--- config.mk ---
export PLATFORM = sky130hd
export DESIGN_NAME = dcache_wbuf_axi
export DESIGN_NICKNAME = d
export VERILOG_FILES = /design/src/rtl/dcache_wbuf_axi.sv
export SDC_FILE = /design/constraint.sdc
export NUM_CORES = 1
export LEC_CHECK = 0
export BUFFER_PORTS_ARGS = -buffer_cell sky130_fd_sc_hd__buf_2
export CORE_AREA = 2 2 257 259
export CTS_BUF_LIST = sky130_fd_sc_hd__clkbuf_4
export DETAILED_ROUTE_END_ITERATION = 7
export DIE_AREA = 0 0 259 261
export PLACE_DENSITY = 0.7
export SYNTH_ARGS = -nofsm -noshare
export SYNTH_HDL_FRONTEND = slang
export SYNTH_SLANG_ARGS = --single-unit
--- constraint.sdc ---
create_clock -name clk -period 18.1 [get_ports clk]
set_clock_uncertainty 0.2 [all_clocks]
set_input_delay 1.81 -clock clk [delete_from_list [all_inputs] [get_ports clk]]
set_output_delay 1.81 -clock clk [all_outputs]
set_load 0.02 [all_outputs]
--- src/rtl/dcache_wbuf_axi.sv ---
// Single-entry write-back buffer between the D-cache FSM and the AXI AW/W/B channels.
// Optional build macro DCACHE_WBUF_EARLY_FINISH_EN: report completion on the last W beat, drain B in the background.
module dcache_wbuf_axi #(
  parameter int unsigned ADDR_W     = 32,
  parameter int unsigned LINE_WORDS = 16,
  parameter logic [3:0]  AXI_ID     = 4'd1
) (
  input  logic                       clk,
  input  logic                       rst,
  input  logic                       wbuf_we,
  input  logic                       wbuf_reset,
  input  logic [32*LINE_WORDS-1:0]   line_in,
  input  logic [ADDR_W-1:0]          addr_in,
  input  logic [3:0]                 wstrb_in,
  input  logic                       w_req,
  input  logic [7:0]                 w_length,
  input  logic [2:0]                 w_size,
  output logic                       w_rdy,
  output logic                       wrt_finish,
  output logic [3:0]                 awid,
  output logic [ADDR_W-1:0]          awaddr,
  output logic [7:0]                 awlen,
  output logic [2:0]                 awsize,
  output logic [1:0]                 awburst,
  output logic                       awvalid,
  input  logic                       awready,
  output logic [31:0]                wdata,
  output logic [3:0]                 wstrb,
  output logic                       wlast,
  output logic                       wvalid,
  input  logic                       wready,
  input  logic                       bvalid,
  input  logic [1:0]                 bresp,
  output logic                       bready
);

  localparam int unsigned CNT_W = (LINE_WORDS > 1) ? $clog2(LINE_WORDS) : 1;

  localparam logic [2:0] S_IDLE = 3'd0;
  localparam logic [2:0] S_AW   = 3'd1;
  localparam logic [2:0] S_W    = 3'd2;
  localparam logic [2:0] S_B    = 3'd3;
  localparam logic [2:0] S_DONE = 3'd4;

  logic [2:0]                  state_q, state_d;
  logic [LINE_WORDS-1:0][31:0] line_q, line_d;
  logic [ADDR_W-1:0]           addr_q, addr_d;
  logic [3:0]                  strb_q, strb_d;
  logic [7:0]                  len_q, len_d;
  logic [2:0]                  size_q, size_d;
  logic [CNT_W-1:0]            cnt_q, cnt_d;
  logic                        fin_q, fin_d;
  logic                        last_beat;
  logic                        b_pend;

`ifdef DCACHE_WBUF_EARLY_FINISH_EN
  logic pend_q, pend_d;
  assign b_pend = pend_q;
`else
  assign b_pend = 1'b0;
`endif

  // bresp carries no information the cache FSM acts on
  logic unused_bresp;
  assign unused_bresp = ^bresp;

  assign last_beat = (len_q == 8'(cnt_q));

  // Next-state and datapath capture
  always_comb begin
    state_d = state_q;
    line_d  = line_q;
    addr_d  = addr_q;
    strb_d  = strb_q;
    len_d   = len_q;
    size_d  = size_q;
    cnt_d   = cnt_q;
    fin_d   = fin_q;
`ifdef DCACHE_WBUF_EARLY_FINISH_EN
    pend_d  = pend_q;
    if (pend_q && bvalid) pend_d = 1'b0;
`endif

    // Data registers only change while no transaction is using them
    if (wbuf_we && (state_q == S_IDLE || state_q == S_DONE)) begin
      line_d = line_in;
      addr_d = addr_in;
      strb_d = wstrb_in;
    end

    case (state_q)
      S_IDLE: begin
        if (w_req && !b_pend) begin
          state_d = S_AW;
          len_d   = w_length;
          size_d  = w_size;
        end
      end
      S_AW: begin
        if (awready) begin
          state_d = S_W;
          cnt_d   = '0;
        end
      end
      S_W: begin
        if (wready) begin
          cnt_d = cnt_q + CNT_W'(1);
          if (last_beat) begin
`ifdef DCACHE_WBUF_EARLY_FINISH_EN
            state_d = S_DONE;
            fin_d   = 1'b1;
            pend_d  = 1'b1;
`else
            state_d = S_B;
`endif
          end
        end
      end
      S_B: begin
        if (bvalid) begin
          state_d = S_DONE;
          fin_d   = 1'b1;
        end
      end
      S_DONE: begin
        if (wbuf_we) begin
          state_d = S_IDLE;
          fin_d   = 1'b0;
        end
      end
      default: state_d = S_IDLE;
    endcase

    if (wbuf_reset) begin
      state_d = S_IDLE;
      fin_d   = 1'b0;
    end
  end

  always_ff @(posedge clk or posedge rst) begin
    if (rst) begin
      state_q <= S_IDLE;
      line_q  <= '0;
      addr_q  <= '0;
      strb_q  <= '0;
      len_q   <= '0;
      size_q  <= '0;
      cnt_q   <= '0;
      fin_q   <= 1'b0;
    end else begin
      state_q <= state_d;
      line_q  <= line_d;
      addr_q  <= addr_d;
      strb_q  <= strb_d;
      len_q   <= len_d;
      size_q  <= size_d;
      cnt_q   <= cnt_d;
      fin_q   <= fin_d;
    end
  end

`ifdef DCACHE_WBUF_EARLY_FINISH_EN
  always_ff @(posedge clk or posedge rst) begin
    if (rst) pend_q <= 1'b0;
    else     pend_q <= pend_d;
  end
`endif

  // Channel outputs decode straight from registered state
  assign awid       = AXI_ID;
  assign awburst    = 2'b01;
  assign awaddr     = addr_q;
  assign awlen      = len_q;
  assign awsize     = size_q;
  assign awvalid    = (state_q == S_AW);
  assign w_rdy      = (state_q == S_AW) && awready;
  assign wvalid     = (state_q == S_W);
  assign wdata      = line_q[cnt_q];
  assign wstrb      = (len_q != 8'd0) ? 4'hF : strb_q;
  assign wlast      = (state_q == S_W) && last_beat;
  assign bready     = (state_q == S_B) || b_pend;
  assign wrt_finish = fin_q;

endmodule

Word-level counts from Yosys, hierarchy flattened:

Index checks and enable logic that the tools add are counted.

* add/subtract/negate cells: 1
* $lt $le $gt $ge: 1
* eq/ne operators: 13
* multiplexer cells: 18
* reductions and logical operators: 12

Operators with widths (count)
* $bmux 32 s4: 1
* $mux 32: 1
* $mux 3: 7
* $pmux 3 s5: 1
* $mux 4: 3
* $ne 3x2->1 const B: 3
* $ne 3x3->1 const B: 3
* $eq 8x4->1: 1
* $pmux 4 s2: 1
* $reduce_bool 8->1: 1
* $eq 3x2->1 const B: 2
* $reduce_and 3->1: 2
* $reduce_and 6->1: 1
* $lt 4x5->1 const B: 1
* $add 4x1->4 const B: 1
* $ne 2x1->1 const B: 2
* $eq 3x1->1 const B: 1
* $eq 3x3->1 const B: 1
* $logic_and 1x1->1: 3
* $logic_not 3->1: 1
* $mux 1: 3
* $reduce_bool 3->1: 1
* $pmux 1 s2: 1
* $reduce_and 2->1: 1
* 2 further kinds: 2

* bits in registers: 567
* logic and storage cells: 68

Longest topological paths before layout:

Gate-level depths: netlist (run 1).

* depth after elaboration: 5
* mapped depth: 7

Worst setup path before layout (run 1):

Ideal clock, no wire load.

* kind: input to output
* from: in awready
* to: out w_rdy
* arrival time: 2.089 ns
* data required time: 16.090 ns
* path slack: 14.001 ns
* stages on the path: 1
* path buffers: 0
* path through: and3_1

* word-level cells in the longest chain between the ends: 1

RTL lines
* start: declaration: RTL line 26 `input logic awready,`
* $logic_and 1x1->1: RTL line 176 `assign w_rdy = (state_q == S_AW) && awready;`
* end: declaration: RTL line 18 `output logic w_rdy,`

Every way passes these cells.

Final worst setup path (run 1):

* from: reg cnt_q[0]
* to: out wdata[29]

* word-level cells in the longest chain between the ends: 2

RTL lines
* start: declaration: RTL line 51 `logic [CNT_W-1:0] cnt_q, cnt_d;`
* start signal: assignment: RTL line 157 `cnt_q <= cnt_d;`
* $bmux 32 s4: RTL line 178 `assign wdata = line_q[cnt_q];`
* $mux 32 (not written as such): RTL line 178
* end: declaration: RTL line 27 `output logic [31:0] wdata,`

Every way passes these cells. The select of a mux whose other input is x is not followed.

==> run metrics, run 1 <==
outcome complete, no violations; Fin Hold WS 0.297 ns; global routing's busiest layer met2; CP Class reg2out; r2r setup slk 13.99 ns; total number of vias 16,600; Synth Warn # 0; CP required 16.09 ns; Final ANT Viol Nets 0; Synth area leader dfrtp_1; synthesized area 0.0253 mm^2; fin crit period 6.36 ns; CP Launch Type register; Global Route met1 Usage 26.2%; DR WL/cell 22.3 um; Leakage about 14 nW; total CTS buffers about 150; Power Dens Cells 115 mW/mm^2; core area 0.0650 mm^2; delay of the slowest cell on the worst path 0.93 ns; hold_buf cts 0; fin area a little over 0.03 mm^2; Reg-to-Reg Start state_q[0]; Final period util 35.1%; Fin Setup TNS 0 ns; worst rel slew slack 25.0%; CTS tree yes; initial antenna violation count 50; Post-CTS Resized 0; post-synth top area share a little under three fifths; vias in the first global route between 15,000 and 20,000; Setup Fix Bufs, Post-CTS 0; full die area 0.0676 mm^2; Max IR drop VDD 0.0790 mV; largest net degree at the start of global routing approximately 170; # rows 94; Ports between 600 and 700; H-tree levels 4; fmax 157 MHz; Cells after Synth 1,529; Synth Area per Inst 16.5 um^2; DRT Wirelength 72,600 um; Hold Vio Cnt, Final 0; worst-margin pin slew between 1 and 1.5 ns; total clock sinks 567; PortBufs 651; gp weighted congestion 0.869; Critical Path Start cnt_q[0]; Slowest-stage cell, CP dfrtp_4; post-synthesis sequential area ratio 56.1%; Area Growth Syn to Fin 22.9%; Largest delay share family, worst path flip-flops; die span in x 259 um; HPWL Detailed 52,300 um; Tot GR Track Use 21.2%; fin cells 3,256; Worst Path Buf+Inv 2; Setup crit end kind primary output; max cap viols 0; distinct cell type count after synthesis 34; Worst Path Arrival 4.35 ns; GR Util met3 a little under 8%; RSZ-0062 raised after global routing no; gr ovfl total 0; CP cell instances buf_4 > mux4_2 > a22oi_1 > nand2_1 > buf_2; dpl cells 2,952; Final setup viols 0; clk root buf clkbuf_4; TritonRoute pass-1 iters 5; Clock transition at path regs ~0.070 ns; number of synthesized flops with an enable pin 0; Initial Util between 30 and 40%; type of the worst min-delay path reg2reg; Skew-Pair Late Insertion Delay between 0.9 and 1 ns; die height ~260 um; drt first-iter violations just under 1,000; post-DR vias/cell 5.09; Seq cells post-synth about 570; Hold Startpoint line_q[173]; first-pass GRT wire length roughly 110,000 um; DP Area around 0.029 mm^2; asr flop ratio synth 100%; met2 Track Usage GR 33.0%; ys flop type dfrtp_1; Total Nets Final 2,812; max-slew violation count 0; critical-path maximum fanout 39; clock buffer depth 3; Power Total 3.56 mW; Area contributors post-synth dfrtp_1, mux2_2, mux4_2; number of remaining DRC errors 0; share of cells above drive strength 1 66.6%
-- power by group --
group	switching [mW]	total [mW]	internal, mW
registers	0.138	1.64	1.50
clock network	0.548	1.13	0.579
logic	0.347	0.792	0.445
-- through the flow --
| stage | util, % | worst slack (ns) |
|---|---|---|
| after floorplan | - | 0.231 |
| after global placement | 44.7 | 12.71 |
| after detailed placement | 44.7 | 12.73 |
| after CTS | 47.7 | 11.59 |
| after global routing | 47.8 | 11.41 |
| final | 47.8 | 11.74 |
-- metal layers --
layer	up-vias	share of wire [%]
met4	30	3.2
met2	645	48
met1	8436	41
met3	179	8.2
li1	7297	-
met5	-	0.24
-- synthesized netlist by cell type (5+ instances only) --
cell and n:
mux2_2 559, buf_2 18, dfrtp_1 567, buf_6 15, nand2_1 37, a22oi_1 65
mux4_2 96, mux4_1 29, buf_4 60, a211oi_1 5, clkbuf_1 23
-- placed cells by master (no fill, tap or decap), drive strengths merged --
cell / n
and4b: 1
bufinv: 4
nor3: 1
a211oi: 5
a21o: 1
inv: 9
mux2i: 1
conb: 6
nor2: 5
nor4: 3
xor2: 4
nand2: 37
nor4b: 1
mux4: 128
clkinv: 57
ha: 1
dfrtp: 567
nand3: 3
xnor2: 2
a21oi: 4
nand3b: 4
diode: 34
clkinvlp: 3
mux2: 559
clkbuf: 200
and3: 2
a32o: 1
or2: 4
and2: 4
a22oi: 65
nor2b: 4
buf: 672
-- layout make-up --
class | count | area (um^2)
Multi-Input combinational cell | 846 | 10300
Clock inverter | 70 | 420
Antenna cell | 34 | 85.1
Tap cell | 864 | 1080
Timing Repair Buffer | 672 | 3450
Inverter | 3 | 18.8
Sequential cell | 567 | 14200
Clock buffer | 200 | 1500
Fill cell | 5752 | 34000
-- final timing paths --
check	endpoint	cells after the start
min in group asynchronous	line_q[163]	2
max in group asynchronous	line_q[151]	4
min reg2reg	line_q[173]	1
max reg2reg	line_q[185]	5
max	wdata[29]	5
min	line_q[173]	1
-- state kept, by name (all words and copies together) (netlist names) --
signal	flops
line_q	512
cnt_q	4
awsize	3
state_q	3
awaddr	32
wrt_finish	1
awlen	8
strb_q	4
-- logic make-up (layout without fill, tap and decap cells) --
family | Yosys count | after routing | synth area share, %
mux | 688 | 688 | 36.8
flops | 567 | 567 | 56.1
buf+inv | 120 | 945 | 3.25
compound gates | 76 | 76 | 2.23
simple gates | 69 | 69 | 1.33
xor+xnor | 6 | 6 | 0.208
other cells | 2 | 40 | 0.0297
fa+ha+maj | 1 | 1 | 0.0495
(Power assumes the default switching activity.)
==> inputs of run 2 (changes only) <==
==> config.mk (replaced) <==
export PLATFORM = sky130hd
export DESIGN_NAME = dcache_wbuf_axi
export DESIGN_NICKNAME = d
export VERILOG_FILES = /design/src/rtl/dcache_wbuf_axi.sv
export SDC_FILE = /design/constraint.sdc
export NUM_CORES = 1
export LEC_CHECK = 0
export ABC_AREA = 1
export BUFFER_PORTS_ARGS = -buffer_cell sky130_fd_sc_hd__buf_2
export CORE_AREA = 2 2 253 255
export CTS_BUF_LIST = sky130_fd_sc_hd__clkbuf_4
export DETAILED_ROUTE_END_ITERATION = 7
export DIE_AREA = 0 0 255 257
export PLACE_DENSITY = 0.74
export SYNTH_ARGS = -nofsm -noshare
export SYNTH_HDL_FRONTEND = slang
export SYNTH_SLANG_ARGS = --single-unit
==> constraint.sdc (replaced) <==
create_clock -name clk -period 5.12 [get_ports clk]
set_clock_uncertainty 0.2 [all_clocks]
set_input_delay 0.512 -clock clk [delete_from_list [all_inputs] [get_ports clk]]
set_output_delay 0.512 -clock clk [all_outputs]
set_load 0.02 [all_outputs]
==> run 2 against run 1 <==
Net effect: count of clock-buffer cells in the layout rose by 35; cell count rose by 48%; via count rose by 59%; die area fell by 3.1%; final area rose by 23%; combinational power rose to 9.9 times the previous value; hold slack got worse by 0.26 ns; sequential cell count did not move; worst setup slack got worse by 11 ns; critical path type unchanged; largest power group unchanged; highest routed layer unchanged.
==> run metrics, run 2 <==
outcome complete, no violations; asr flop ratio synth 100%; # rows 92; Power Total 20.5 mW; Power Dens Cells 537 mW/mm^2; Hold Vio Cnt, Final 0; die height 257 um; count leader, synth dfrtp_1; final core occ 60.8%; DRT Wirelength ~110,000 um; first-pass GRT wire length 161,000 um; initial antenna violation count 31; total number of vias 26,300; drt first-iter violations 2,849; worst-margin pin slew roughly 1.2 ns; post-synthesis sequential area ratio ~54%; clk root buf clkbuf_4; post-DR vias/cell roughly 5.4; type of the worst min-delay path in2reg; max reg flops slightly above 500; die span in x 255 um; PortBufs 651; Final setup viols 0; vias in the first global route 28,500; Synth Area per Inst around 10 um^2; core area 0.0627 mm^2; max cap viols 0; clock buffer depth 3; gp weighted congestion 0.867; TritonRoute pass-1 iters 6; synth cell count leaders dfrtp_1, mux2_1, a21oi_1, nor2_1, inv_1; Max IR drop VDD 0.463 mV; Largest delay share family, worst path buffers and inverters; worst rel slew slack 21.4%; Ports between 600 and 700; H-tree levels 4; CP required about 4.4 ns; CP Class reg2out; Initial Util 41.7%; distinct cell type count after synthesis 29; Final ANT Viol Nets 0; fmax between 200 and 250 MHz; largest net degree at the start of global routing a little over 200; delay of the slowest cell on the worst path 0.69 ns; Final period util approximately 93%; Skew-Pair Late Insertion Delay 1.00 ns; Psw between 8 and 9 mW; CTS tree yes; total clock sinks 567; critical-path maximum fanout 46; Cells after Synth 2,570; Area Growth Syn to Fin 45.9%; Seq cells post-synth 567; share of cells above drive strength 1 roughly 25%; Clock transition at path regs 0.09 ns; max-slew violation count 0; Total Nets Final 4,407; total CTS buffers approximately 160; CP cell instances inv_2 > o21ai_0 > o211ai_1 > nand3_1 > nand2_1 > buf_2; Worst Path Buf+Inv 2; RSZ-0062 raised after global routing no; full die area 0.0655 mm^2; Synth area leader dfrtp_1; Switching Fraction 39.7%; DR WL/cell approximately 22 um; Area contributors post-synth dfrtp_1, mux2_1, a21oi_1; Setup crit end kind primary output; fin crit period 4.75 ns; Largest Register line_q; gr ovfl total 0; number of synthesized flops with an enable pin 0; Cell Int Power 12.3 mW; CP Launch Type register; Slowest-stage cell, CP dfrtp_4; number of remaining DRC errors 0; post-synth top area share 54.2%; Synth Warn # 0; Logic pwr share 38.4%; synthesized area 0.0262 mm^2; most common cell after layout, fill and taps aside buf_2; Leakage 17.9 nW; ys flop type dfrtp_1; Worst Path Arrival approximately 4.0 ns; Tot GR Track Use roughly a third; clock power share between 20% and 30%; most frequent cells in the layout buf_2, dlygate4sd3_1, dfrtp_1, mux2_1, a21oi_1; HPWL Detailed around 60,000 um; Reg power frac 39.1%
==> run 2: cell count changes after synthesis, sizes merged, moves of 65 or more <==
cell and delta:
a21oi +312, a22oi -65, inv +204, mux2 -192, mux4 -128, nand2 +92, nand3 +161, nor2 +309
o211ai +100, o21ai +199
==> run 2: stage by stage <==
stage	cells	setup TNS [ns]	instance area, um^2	setup WS, ns	hold slack (ns)
global placement	3913	0	29800	1.59	0.268
CTS	4799	0	38100	0.432	0.00238
floorplan	2574	-1878.83	26200	-3.31	0.259
detailed placement	3913	0	29800	1.57	0.275
global route	4820	0	38100	0.119	-0.0170
finish	4830	0	38200	0.367	0.0410
==> run 2: metal layers <==
layer  up-vias  track usage [%]  part of all wire [%]
met5         -                0                  0.13
met1     12500             36.3                    35
li1      11300                -                     -
met4        20             26.2                   8.5
met3       625             10.4                   9.4
met2      1862             51.2                    47
==> run 2: cell families after synthesis <==
| family | share of synthesized area (%) |
|---|---|
| AOI/OAI and AO/OA | 12.8 |
| xor gates and xnor gates | 0.100 |
| adders and majority gates | 0.0478 |
| buffers and inverters | 7.36 |
| DFF | 54.2 |
| muxes | 15.8 |
| other | 0.0287 |
| and+or+nand+nor | 9.66 |
==> run 2: cell type report <==
cell class | instances | area, um^2
inverters | 207 | 782
diodes | 31 | 77.6
well taps | 846 | 1060
clock buffers | 235 | 1760
multi-input cells | 1605 | 10100
clock inverters | 39 | 383
flip-flops and latches | 567 | 14200
repair buffers | 1300 | 9820
fillers | 4488 | 24600
==> run 2: path summary, 6_finish.rpt <==
kind / startpoint / end / cells past startpoint / slack [ns]
worst max-delay path: cnt_q[0] / wdata[5] / 6 / 0.37
worst min-delay path: line_in[256] / line_q[256] / 3 / 0.04
worst max register to register: cnt_q[2] / state_q[1] / 11 / 1.03
worst min register to register: line_q[8] / line_q[8] / 1 / 0.28
max in group asynchronous: rst / line_q[381] / 5 / 2.67
min in group asynchronous: rst / line_q[203] / 4 / 0.65
==> run 2: what timing repair did <==
action | 4_1_cts | 5_1_grt
resized for setup | 0 | 0
hold buffers | 612 | 0
hold endpoints to repair | 704 | 0
setup buffers | 0 | 0
==> run 2: power by group through the flow <==
stage | clock, mW | combinational, mW | sequential [mW]
global placement | 0 | 6.75 | 7.77
global route | 4.90 | 8.55 | 8.20
finish | 4.61 | 7.86 | 8.01
floorplan | 0 | 5.01 | 7.77
CTS | 4.56 | 7.41 | 7.78
detailed placement | 0 | 6.92 | 7.86
==> run 2: worst register-to-register path, cell delays in order (launching register included) <==
cell	delay, ns
dfrtp_4	0.66
clkinv_2	0.81
buf_12	0.48
nand2_1	0.12
nand2_1	0.05
nor2_1	0.11
nand3_1	0.14
nand2_1	0.14
nand3_1	0.10
dlygate4sd3_1	0.61
nand2_1	0.08
dlygate4sd3_1	0.54
